`src/rtl/mext_pkg.sv`:
```
// Shared types and decode helpers for the M-extension sequencer and its datapath.
package mext_pkg;

  typedef enum logic [4:0] {
    ADD    = 5'd0,
    SUB    = 5'd1,
    AND    = 5'd2,
    OR     = 5'd3,
    XOR    = 5'd4,
    SLT    = 5'd5,
    SLTU   = 5'd6,
    SLL    = 5'd7,
    SRL    = 5'd8,
    SRA    = 5'd9,
    LUI    = 5'd10,
    MUL    = 5'd11,
    MULH   = 5'd12,
    MULHSU = 5'd13,
    MULHU  = 5'd14,
    DIV    = 5'd15,
    DIVU   = 5'd16,
    REM    = 5'd17,
    REMU   = 5'd18
  } alu_op_e;

  typedef enum logic [1:0] {
    IDLE = 2'd0,
    CALC = 2'd1,
    FIX  = 2'd2,
    DONE = 2'd3
  } mdu_state_e;

  function automatic logic is_mop(input logic [4:0] op);
    return (op >= 5'd11) && (op <= 5'd18);
  endfunction

  function automatic logic is_div(input logic [4:0] op);
    return (op >= 5'd15) && (op <= 5'd18);
  endfunction

endpackage

```
`src/rtl/mdu_iter_dp.sv`:
```
// Radix-2 shift-add multiply / restoring divide datapath on operand magnitudes,
// with the final sign fix and result register.
module mdu_iter_dp
  import mext_pkg::*;
#(
  parameter int XLEN = 32
) (
  input  logic            clk,
  input  logic            rst,
  input  logic            load,
  input  logic            step,
  input  logic            fix,
  input  logic            byp,
  input  alu_op_e         op,
  input  logic [XLEN-1:0] src_a,
  input  logic [XLEN-1:0] src_b,
  input  logic [XLEN-1:0] byp_val,
  output logic [XLEN-1:0] result
);

  logic [2*XLEN-1:0] acc_r;
  logic [XLEN-1:0]   opb_r;
  logic [XLEN-1:0]   res_r;
  alu_op_e           op_r;
  logic              neg_r;

  logic              sgn_a_s, sgn_b_s, neg_s;
  logic [XLEN-1:0]   mag_a_s, mag_b_s;
  logic [XLEN:0]     mul_sum_s;
  logic [XLEN+1:0]   div_diff_s;
  logic [2*XLEN-1:0] mul_next_s, div_next_s, neg_prod_s;
  logic [XLEN-1:0]   neg_hi_s, fix_val_s;

  // Operand signedness, magnitudes and result sign decoded at load time
  always_comb begin
    sgn_a_s = src_a[XLEN-1] & ((op == MUL) | (op == MULH) | (op == MULHSU) | (op == DIV) | (op == REM));
    sgn_b_s = src_b[XLEN-1] & ((op == MUL) | (op == MULH) | (op == DIV) | (op == REM));
    mag_a_s = sgn_a_s ? ({XLEN{1'b0}} - src_a) : src_a;
    mag_b_s = sgn_b_s ? ({XLEN{1'b0}} - src_b) : src_b;
    if (op == REM) begin
      neg_s = sgn_a_s;
    end else begin
      neg_s = sgn_a_s ^ sgn_b_s;
    end
  end

  // One iteration: multiply adds into the high half then shifts right;
  // divide shifts left and keeps the trial subtraction when it does not borrow.
  always_comb begin
    mul_sum_s  = {1'b0, acc_r[2*XLEN-1:XLEN]} + (acc_r[0] ? {1'b0, opb_r} : {(XLEN+1){1'b0}});
    mul_next_s = {mul_sum_s, acc_r[XLEN-1:1]};
    div_diff_s = {1'b0, acc_r[2*XLEN-1:XLEN-1]} - {2'b00, opb_r};
    if (div_diff_s[XLEN+1]) begin
      div_next_s = {acc_r[2*XLEN-2:0], 1'b0};
    end else begin
      div_next_s = {div_diff_s[XLEN-1:0], acc_r[XLEN-2:0], 1'b1};
    end
  end

  // Final negate and word select; the low word of the 64-bit negate is also the negated quotient
  always_comb begin
    neg_prod_s = {(2*XLEN){1'b0}} - acc_r;
    neg_hi_s   = {XLEN{1'b0}} - acc_r[2*XLEN-1:XLEN];
    case (op_r)
      MUL:                 fix_val_s = neg_r ? neg_prod_s[XLEN-1:0] : acc_r[XLEN-1:0];
      MULH, MULHSU, MULHU: fix_val_s = neg_r ? neg_prod_s[2*XLEN-1:XLEN] : acc_r[2*XLEN-1:XLEN];
      DIV, DIVU:           fix_val_s = neg_r ? neg_prod_s[XLEN-1:0] : acc_r[XLEN-1:0];
      REM, REMU:           fix_val_s = neg_r ? neg_hi_s : acc_r[2*XLEN-1:XLEN];
      default:             fix_val_s = {XLEN{1'b0}};
    endcase
  end

  // Accumulator, divisor/multiplier and captured op
  always_ff @(posedge clk or negedge rst) begin
    if (!rst) begin
      acc_r <= {(2*XLEN){1'b0}};
      opb_r <= {XLEN{1'b0}};
      op_r  <= ADD;
      neg_r <= 1'b0;
    end else if (load) begin
      acc_r <= {{XLEN{1'b0}}, mag_a_s};
      opb_r <= mag_b_s;
      op_r  <= op;
      neg_r <= neg_s;
    end else if (step) begin
      acc_r <= is_div(op_r) ? div_next_s : mul_next_s;
    end
  end

  // Result register holds its value between operations
  always_ff @(posedge clk or negedge rst) begin
    if (!rst) begin
      res_r <= {XLEN{1'b0}};
    end else if (fix) begin
      res_r <= fix_val_s;
    end else if (byp) begin
      res_r <= byp_val;
    end
  end

  assign result = res_r;

endmodule

```
`src/rtl/mdu_sequencer.sv`:
```
// Execute-stage M-extension controller: FSM, iteration counter, special-case
// bypass and pipeline stall / result-valid generation.
module mdu_sequencer
  import mext_pkg::*;
#(
  parameter int XLEN  = 32,
  parameter int CNT_W = 6
) (
  input  logic            clk,
  input  logic            rst,
  input  logic [4:0]      alu_opE,
  input  logic [XLEN-1:0] SrcAE,
  input  logic [XLEN-1:0] SrcBE,
  input  logic            flushE,
  output logic            stall_m,
  output logic            flagM,
  output logic [XLEN-1:0] result_m,
  output logic            busy
);

  mdu_state_e       state_r, state_n;
  logic [CNT_W-1:0] cnt_r;
  logic             busy_r, flag_r;
  logic             start_s, div_zero_s, ovf_s, last_s;
  logic             load_s, step_s, fix_s, byp_s;
  logic [XLEN-1:0]  byp_val_s;
  alu_op_e          op_s;

  assign op_s = alu_op_e'(alu_opE);
  // rst term keeps stall_m low while reset is held even if an M op sits in execute
  assign start_s    = rst & (state_r == IDLE) & is_mop(alu_opE) & ~flushE;
  assign div_zero_s = is_div(alu_opE) & (SrcBE == {XLEN{1'b0}});
  assign ovf_s      = ((op_s == DIV) | (op_s == REM)) & (SrcAE == {1'b1, {(XLEN-1){1'b0}}})
                      & (SrcBE == {XLEN{1'b1}});
  assign last_s     = (cnt_r == CNT_W'(XLEN-1));

  // Special-case result, valid only when a bypass is taken
  always_comb begin
    byp_val_s = {XLEN{1'b0}};
    if (div_zero_s) begin
      byp_val_s = ((op_s == DIV) | (op_s == DIVU)) ? {XLEN{1'b1}} : SrcAE;
    end else if (ovf_s) begin
      byp_val_s = (op_s == DIV) ? {1'b1, {(XLEN-1){1'b0}}} : {XLEN{1'b0}};
    end else begin
      byp_val_s = {XLEN{1'b0}};
    end
  end

  // Next-state and datapath strobes
  always_comb begin
    state_n = state_r;
    load_s  = 1'b0;
    step_s  = 1'b0;
    fix_s   = 1'b0;
    byp_s   = 1'b0;
    case (state_r)
      IDLE: begin
        if (start_s & (div_zero_s | ovf_s)) begin
          byp_s   = 1'b1;
          state_n = DONE;
        end else if (start_s) begin
          load_s  = 1'b1;
          state_n = CALC;
        end else begin
          state_n = IDLE;
        end
      end
      CALC: begin
        if (flushE) begin
          state_n = IDLE;
        end else begin
          step_s  = 1'b1;
          state_n = last_s ? FIX : CALC;
        end
      end
      FIX: begin
        if (flushE) begin
          state_n = IDLE;
        end else begin
          fix_s   = 1'b1;
          state_n = DONE;
        end
      end
      DONE:    state_n = IDLE;
      default: state_n = IDLE;
    endcase
  end

  // State, counter and registered status flags
  always_ff @(posedge clk or negedge rst) begin
    if (!rst) begin
      state_r <= IDLE;
      cnt_r   <= {CNT_W{1'b0}};
      busy_r  <= 1'b0;
      flag_r  <= 1'b0;
    end else begin
      state_r <= state_n;
      busy_r  <= (state_n == CALC) | (state_n == FIX);
      flag_r  <= (state_n == DONE);
      if (load_s) begin
        cnt_r <= {CNT_W{1'b0}};
      end else if (step_s) begin
        cnt_r <= cnt_r + CNT_W'(1);
      end
    end
  end

  mdu_iter_dp #(.XLEN(XLEN)) u_dp (
    .clk     (clk),
    .rst     (rst),
    .load    (load_s),
    .step    (step_s),
    .fix     (fix_s),
    .byp     (byp_s),
    .op      (op_s),
    .src_a   (SrcAE),
    .src_b   (SrcBE),
    .byp_val (byp_val_s),
    .result  (result_m)
  );

  assign stall_m = start_s | (busy_r & ~flushE);
  assign busy    = busy_r;
  assign flagM   = flag_r;

endmodule
```
`config.mk`:
```
export PLATFORM = sky130hd
export DESIGN_NAME = mdu_sequencer
export DESIGN_NICKNAME = d
export VERILOG_FILES = /design/src/rtl/mext_pkg.sv /design/src/rtl/mdu_iter_dp.sv /design/src/rtl/mdu_sequencer.sv
export SDC_FILE = /design/constraint.sdc
export NUM_CORES = 1
export LEC_CHECK = 0
export BUFFER_PORTS_ARGS = -buffer_cell sky130_fd_sc_hd__buf_2
export CORE_MARGIN = 1
export CORE_UTILIZATION = 67
export DETAILED_ROUTE_END_ITERATION = 16
export HOLD_SLACK_MARGIN = 0.02
export PLACE_DENSITY = 0.87
export SLEW_MARGIN = 5
export SYNTH_ARGS = -nofsm -noshare
export SYNTH_HDL_FRONTEND = slang
export SYNTH_SLANG_ARGS = --single-unit
```
`constraint.sdc`:
```
create_clock -name clk -period 6.27 [get_ports clk]
set_input_delay 0.9405 -clock clk [delete_from_list [all_inputs] [get_ports clk]]
set_output_delay 0.9405 -clock clk [all_outputs]
set_load 0.02 [all_outputs]
```
======== Word level (Yosys, flattened, before mapping) ========
Index checks and enable logic that the tools add are counted.
storage, ports and cells
  bits of input ports ..................... 72
  flip-flop bits (word level) ............. 144
  word-level logic and storage cells ...... 111
  output and inout port bits .............. 35
cells by class
  reductions and logical operators ........ 10
  bitwise operators ....................... 23
  order comparisons ....................... 5
  add/sub/neg operators ................... 7
  eq/ne operators ......................... 23
  mux-type cells .......................... 34
operators with widths
  cell                                                               number
  2-to-1 mux 32 bit                                                  12
  2-to-1 mux 64 bit                                                  4
  one-hot mux 32 bit (3 select lines)                                1
  subtractor 1 x 32 -> 32 bit, first input constant                  3
  equality test 32 bit, second input constant                        2
  subtractor 1 x 64 -> 64 bit, first input constant                  1
  equality test 5 x 4 -> 1 bit, second input constant                9
  subtractor 33 x 32 -> 34 bit                                       1
  adder 32 x 33 -> 33 bit                                            1
  logical NOT 32 bit                                                 1
  equality test 5 bit, second input constant                         5
  greater-or-equal comparator 5 x 4 -> 1 bit, second input constant  3
  2-to-1 mux 6 bit                                                   2
  bitwise OR 1 bit                                                   11
  AND 1 bit                                                          10
  less-or-equal comparator 5 bit, second input constant              2
  2-to-1 mux 1 bit                                                   10
  equality test 2 bit, second input constant                         4
  2-to-1 mux 2 bit                                                   4
  one-hot mux 2 bit (4 select lines)                                 1
  adder 6 x 1 -> 6 bit, second input constant                        1
  equality test 6 x 5 -> 1 bit, second input constant                1
  OR reduction 3 bit                                                 2
  equality test 2 x 1 -> 1 bit, second input constant                2
  other kinds (6)                                                    9

======== Logic depth before layout (Yosys ltp) ========
  depth in word-level cells ............... 10
  mapped depth ............................ 15
  mapped depth without buffers ............ 14

======== Modules after synthesis ========
Synthesis repeated with hierarchy kept, for this count alone.
unflattened totals
  cells, all modules ...................... 1972
  area total of the unflattened synthesis .. 14709.1 µm²
by module, submodules not included
  module         area each (µm²)  seq. area each (µm²)  instances  cells each
  mdu_iter_dp    13457.9          3353.2                1          1814
  mdu_sequencer  1251.2           250.2                 1          158

======== Worst setup path after synthesis ========
Ideal clock, no wire load.
  kind .................................... input to register
  start ................................... input SrcBE[14]
  end ..................................... register u_dp.res_r[22] (netlist: u_dp.result[22])
  arrival ................................. 3196 ps
  setup time .............................. 132 ps
  data required time ...................... 6138 ps
  cell stages on the path ................. 11
  path slack .............................. 2942 ps
  buffers on the path ..................... 1
  path through ............................ or3_4 or4_4 or3b_4 nor3_2 nand2_1 nor2_4 o21ai_2 and2_4 buf_6 a221oi_1 o21ai_1
between the ends
  word-level cells in the longest chain between the ends .. 7
  elaborated cells between the ends (all ways) .. 13
  those cells by class .................... eq/ne (1); mux (6); bitwise (4); reduce/logical (2)
RTL lines
  item                                                               line                                      RTL
  start, declared                                                    mdu_sequencer.sv:13                       input logic [XLEN-1:0] SrcBE,
  equality test 32 bit / logical NOT 32 bit (equally long branches)  mdu_sequencer.sv:34, mdu_sequencer.sv:32
  AND 1 bit, on equally long branches                                mdu_sequencer.sv:34, mdu_sequencer.sv:32
  bitwise OR 1 bit                                                   mdu_sequencer.sv:58                       if (start_s & (div_zero_s | ovf_s)) begin
  AND 1 bit                                                          mdu_sequencer.sv:58
  2-to-1 mux 1 bit                                                   mdu_sequencer.sv:58
  2-to-1 mux 1 bit                                                   mdu_sequencer.sv:56                       case (state_r)
  nonzero test 2 bit (no source line)                                n/a
  end signal, assigned                                               mdu_iter_dp.sv:93                         res_r <= {XLEN{1'b0}};
  end signal, assigned                                               mdu_iter_dp.sv:95                         res_r <= fix_val_s;
  end signal, assigned                                               mdu_iter_dp.sv:97                         res_r <= byp_val;
  end, declared                                                      mdu_iter_dp.sv:23                         logic [XLEN-1:0] res_r;
Several ways; a longest one is shown, not always the timed one. The select of a mux whose other input is x is not followed.
A chain may end at the register's enable or synchronous reset.

======== Worst setup path after layout ========
  start ................................... register u_dp.acc_r[0]
  end ..................................... register u_dp.acc_r[62]
between the ends
  word-level cells in the longest chain between the ends .. 5
RTL lines
  item                     line               RTL
  start, declared          mdu_iter_dp.sv:21  logic [2*XLEN-1:0] acc_r;
  start signal, assigned   mdu_iter_dp.sv:76  acc_r <= {(2*XLEN){1'b0}};
  start signal, assigned   mdu_iter_dp.sv:81  acc_r <= {{XLEN{1'b0}}, mag_a_s};
  start signal, assigned   mdu_iter_dp.sv:86  acc_r <= is_div(op_r) ? div_next_s : mul_next_s;
  2-to-1 mux 32 bit        mdu_iter_dp.sv:50  mul_sum_s = {1'b0, acc_r[2*XLEN-1:XLEN]} + (acc_r[0] ? {1'b0, opb_r} : {(XLEN+1){1'b0}});
  adder 32 x 33 -> 33 bit  mdu_iter_dp.sv:50
  2-to-1 mux 64 bit        mdu_iter_dp.sv:86
  2-to-1 mux 64 bit        mdu_iter_dp.sv:85  end else if (step) begin
  2-to-1 mux 64 bit        mdu_iter_dp.sv:80  end else if (load) begin
Every way passes these cells. The select of a mux whose other input is x is not followed.

==> results.yml <==
clocking:
  cts.path.max_buffers: 2
  ctsRootBufferMaster: "clkbuf_16"
  htreeDepth: 4
  clock_latency_ps: 450
  clkTransAtPathRegs_ps: 70
  cts.sinks: 144
  ctsResizeCount: 0
  postCtsHoldBufs: 0
  cts_buffers: 17
  cts_setup_buffers: 0
  cts_tree: "done"
sta:
  period_needed_ps: 4440
  final.setup.worst_slack_ps: 1830
  fmax_mhz: 225
  drv_slew: 0
  tightest_slew_ps: 1060
  finalSetupViolations: 0
  post-route-period-util_pct: 70.7
  slew-limit-headroom_pct: 29.4
  rsz0062_at_grt: "false"
  hold_violations: 0
  skew_ps: 14.0
  setup-tns-final_ps: 0
route:
  drt-initial-drc-count: 2048
  num_vias: 15200
  wire_per_inst_um: 22.4
  drt-total-wl_um: 48700
  drc: 0
  postRouteAntennaNets: 0
  avgViaCountPerCell: 7.01
  first_pass_iters: 6
floorplanning:
  coreArea_sq_um: 20600
  initial_utilization_pct: 69.3
  die_x_um: 148
  dieArea_sq_um: 21900
  io_pins: 107
  fp-row-count: 52
  die_y_um: 148
final_layout:
  syn2layout_area_growth_pct: 8.07
  antenna_cells: 0
  final_cells: 2173
  fin_area_sq_um: 15400
  regArea_sq_um: 3600
  final_cell_mix: "nand2_1 (236), o21ai_0 (176), nor2_1 (167)"
  drive_gt1_share_pct: 10.4
  multi_input_area_sq_um: 9940
  layout_commonest_cell: "nand2_1"
  fin_nets: 2035
  n_fill_cell: 1622
synth:
  ys.flop_type: "dfrtp_1"
  syn_nets: 2009
  synth_edf_count: 0
  yosys_warnings: 0
  netlist_instances: 1864
  ys_seq_area_share_pct: 25.3
  synth_area_per_cell_sq_um: 7.64
  synthArstFlopShare_pct: 100
  syn-cell-area_sq_um: 14200
  ys_ff_latch: 144
  ys_types: 85
power:
  p_comb_share_pct: 60.3
  ir_worst_vdd_mv: 0.231
  power_frac_clock_pct: 14.7
  power.internal_uw: 3560
  p_seq_share_pct: 24.9
  p_leak_uw: 0.00667
  swShare_pct: 51.8
  p_sw_uw: 3830
  powerDensity_nw_per_um2: 480
worst_setup_path:
  endpoint_kind: "register"
  startpoint_type: "register"
  worstPathArrival_ps: 4780
  crit_fanout: 21
  criticalPathCategory: "register to register"
  required_ps: 6610
run_status:
  status: "finished, final reports clean"
global_route:
  antenna_found_initial: 0
  grt.total_usage_pct: 45.1
  overflow: 0
  grt_max_degree: 77
  grt_pass1_wl_um: 76500
  grt_pass1_vias: 14100
placed_design:
  port_buffers: 106
  pre_cts_ws_ps: 2020
  dp.cells: 2141
  gp_congestion: 0.987
  post_dp_cell_area_sq_um: 14800
  dpl.hpwl_um: 35200
flow_run:
  cap_violations: 0
min_path:
  hold_path_class: "register to register"
## worst max-delay path, cell delays in order (launching register included)
cell	delay, ps
dfrtp_1	480
inv_1	580
nor2_1	120
ha_1	390
a21oi_1	270
o21ai_0	240
o21ai_0	280
o21ai_0	270
a31o_2	350
a311oi_1	470
o21ai_0	140
a21oi_1	260
o221ai_1	160
o32ai_1	330
## cell families (layout without fill, tap and decap cells)
logic type | Yosys count | in the layout | share of synthesized area (%)
buffers and inverters | 183 | 222 | 5.22
muxes | 41 | 41 | 2.90
AOI/OAI and AO/OA | 599 | 599 | 26.9
adders and majority gates | 73 | 73 | 6.52
xor gates and xnor gates | 192 | 192 | 11.8
DFF | 144 | 144 | 25.3
and+or+nand+nor | 632 | 632 | 21.4
## cell type report
class                      instances  area share (%)
clock inverter                    14            1.10
multi-input combinational       1537            64.6
tap                              270            2.19
sequential                       144            23.4
clock buffer                      18            2.85
inverter                          70            1.71
timing repair buffer             120            4.17
## sequential cells by signal, summed over array words and instances (netlist names), 2 cells and up
register and count:
u_dp.op_r 5, u_dp.opb_r 32, u_dp.result 32, state_r 2
cnt_r 6, u_dp.acc_r 64
## layer usage
layer / vias to the layer above / global-route usage [%] / wire length, um
met2: 1107 / 66.9 / 20900
met5: - / 0 / 0
met1: 7144 / 60.8 / 19200
met4: 0 / 18.3 / 1870
met3: 169 / 14.2 / 6800
li1: 6812 / - / -
## metrics by stage
step | utilization (%) | total power, uW | hold WS, ps
after floorplan | - | 4940 | 450
after global placement | 71.9 | 5960 | 462
after detailed placement | 71.9 | 6070 | 471
after CTS | 74.9 | 7200 | 487
after global routing | 74.9 | 7810 | 517
final | 74.9 | 7400 | 481
## power groups by stage
| stage | Sequential (uW) | Clock, uW | Combinational (uW) |
|---|---|---|---|
| 2_1_floorplan | 1440 | 0 | 3490 |
| 3_3_place_gp | 1800 | 0 | 4160 |
| 3_5_place_dp | 1810 | 0 | 4260 |
| 4_1_cts | 1800 | 1080 | 4320 |
| 5_1_grt | 1860 | 1120 | 4830 |
| 6_report | 1840 | 1090 | 4460 |
## cell usage after synthesis, drive strengths merged (8+ instances only)
cell type / number / area, sq um
o211ai: 30 / 225
a22o: 11 / 96.3
a221oi: 18 / 170
nor3: 36 / 195
clkbuf: 84 / 317
xnor2: 88 / 771
a31oi: 11 / 75.1
and2: 10 / 65.1
o41ai: 14 / 130
buf: 29 / 164
nor2b: 16 / 100
a21oi: 113 / 566
mux2i: 39 / 390
and3: 12 / 75.1
a21o: 31 / 233
a22oi: 8 / 60.1
nand2b: 17 / 106
inv: 70 / 263
o21ai: 198 / 995
o22ai: 35 / 219
nand3: 37 / 185
or3: 19 / 139
dfrtp: 144 / 3600
o21a: 16 / 120
ha: 71 / 888
xor2: 104 / 911
nand2: 236 / 886
o31ai: 39 / 298
or4: 19 / 158
a211oi: 12 / 90.1
nor4: 16 / 145
nor2: 171 / 659
nand4: 23 / 144
o221ai: 9 / 78.8
## final timing paths
kind | from | endpoint | slack (ps) | cells after the start
worst min-delay path | u_dp.opb_r[12] | u_dp.opb_r[12] | 480 | 2
max in group asynchronous | rst | u_dp.neg_r | 4170 | 2
worst max register to register | u_dp.acc_r[0] | u_dp.acc_r[62] | 1830 | 13
worst min register to register | u_dp.opb_r[12] | u_dp.opb_r[12] | 480 | 2
worst max-delay path | u_dp.acc_r[0] | u_dp.acc_r[62] | 1830 | 13
min in group asynchronous | rst | u_dp.acc_r[40] | 520 | 1
No activity file was read; power rests on OpenSTA's default activity.
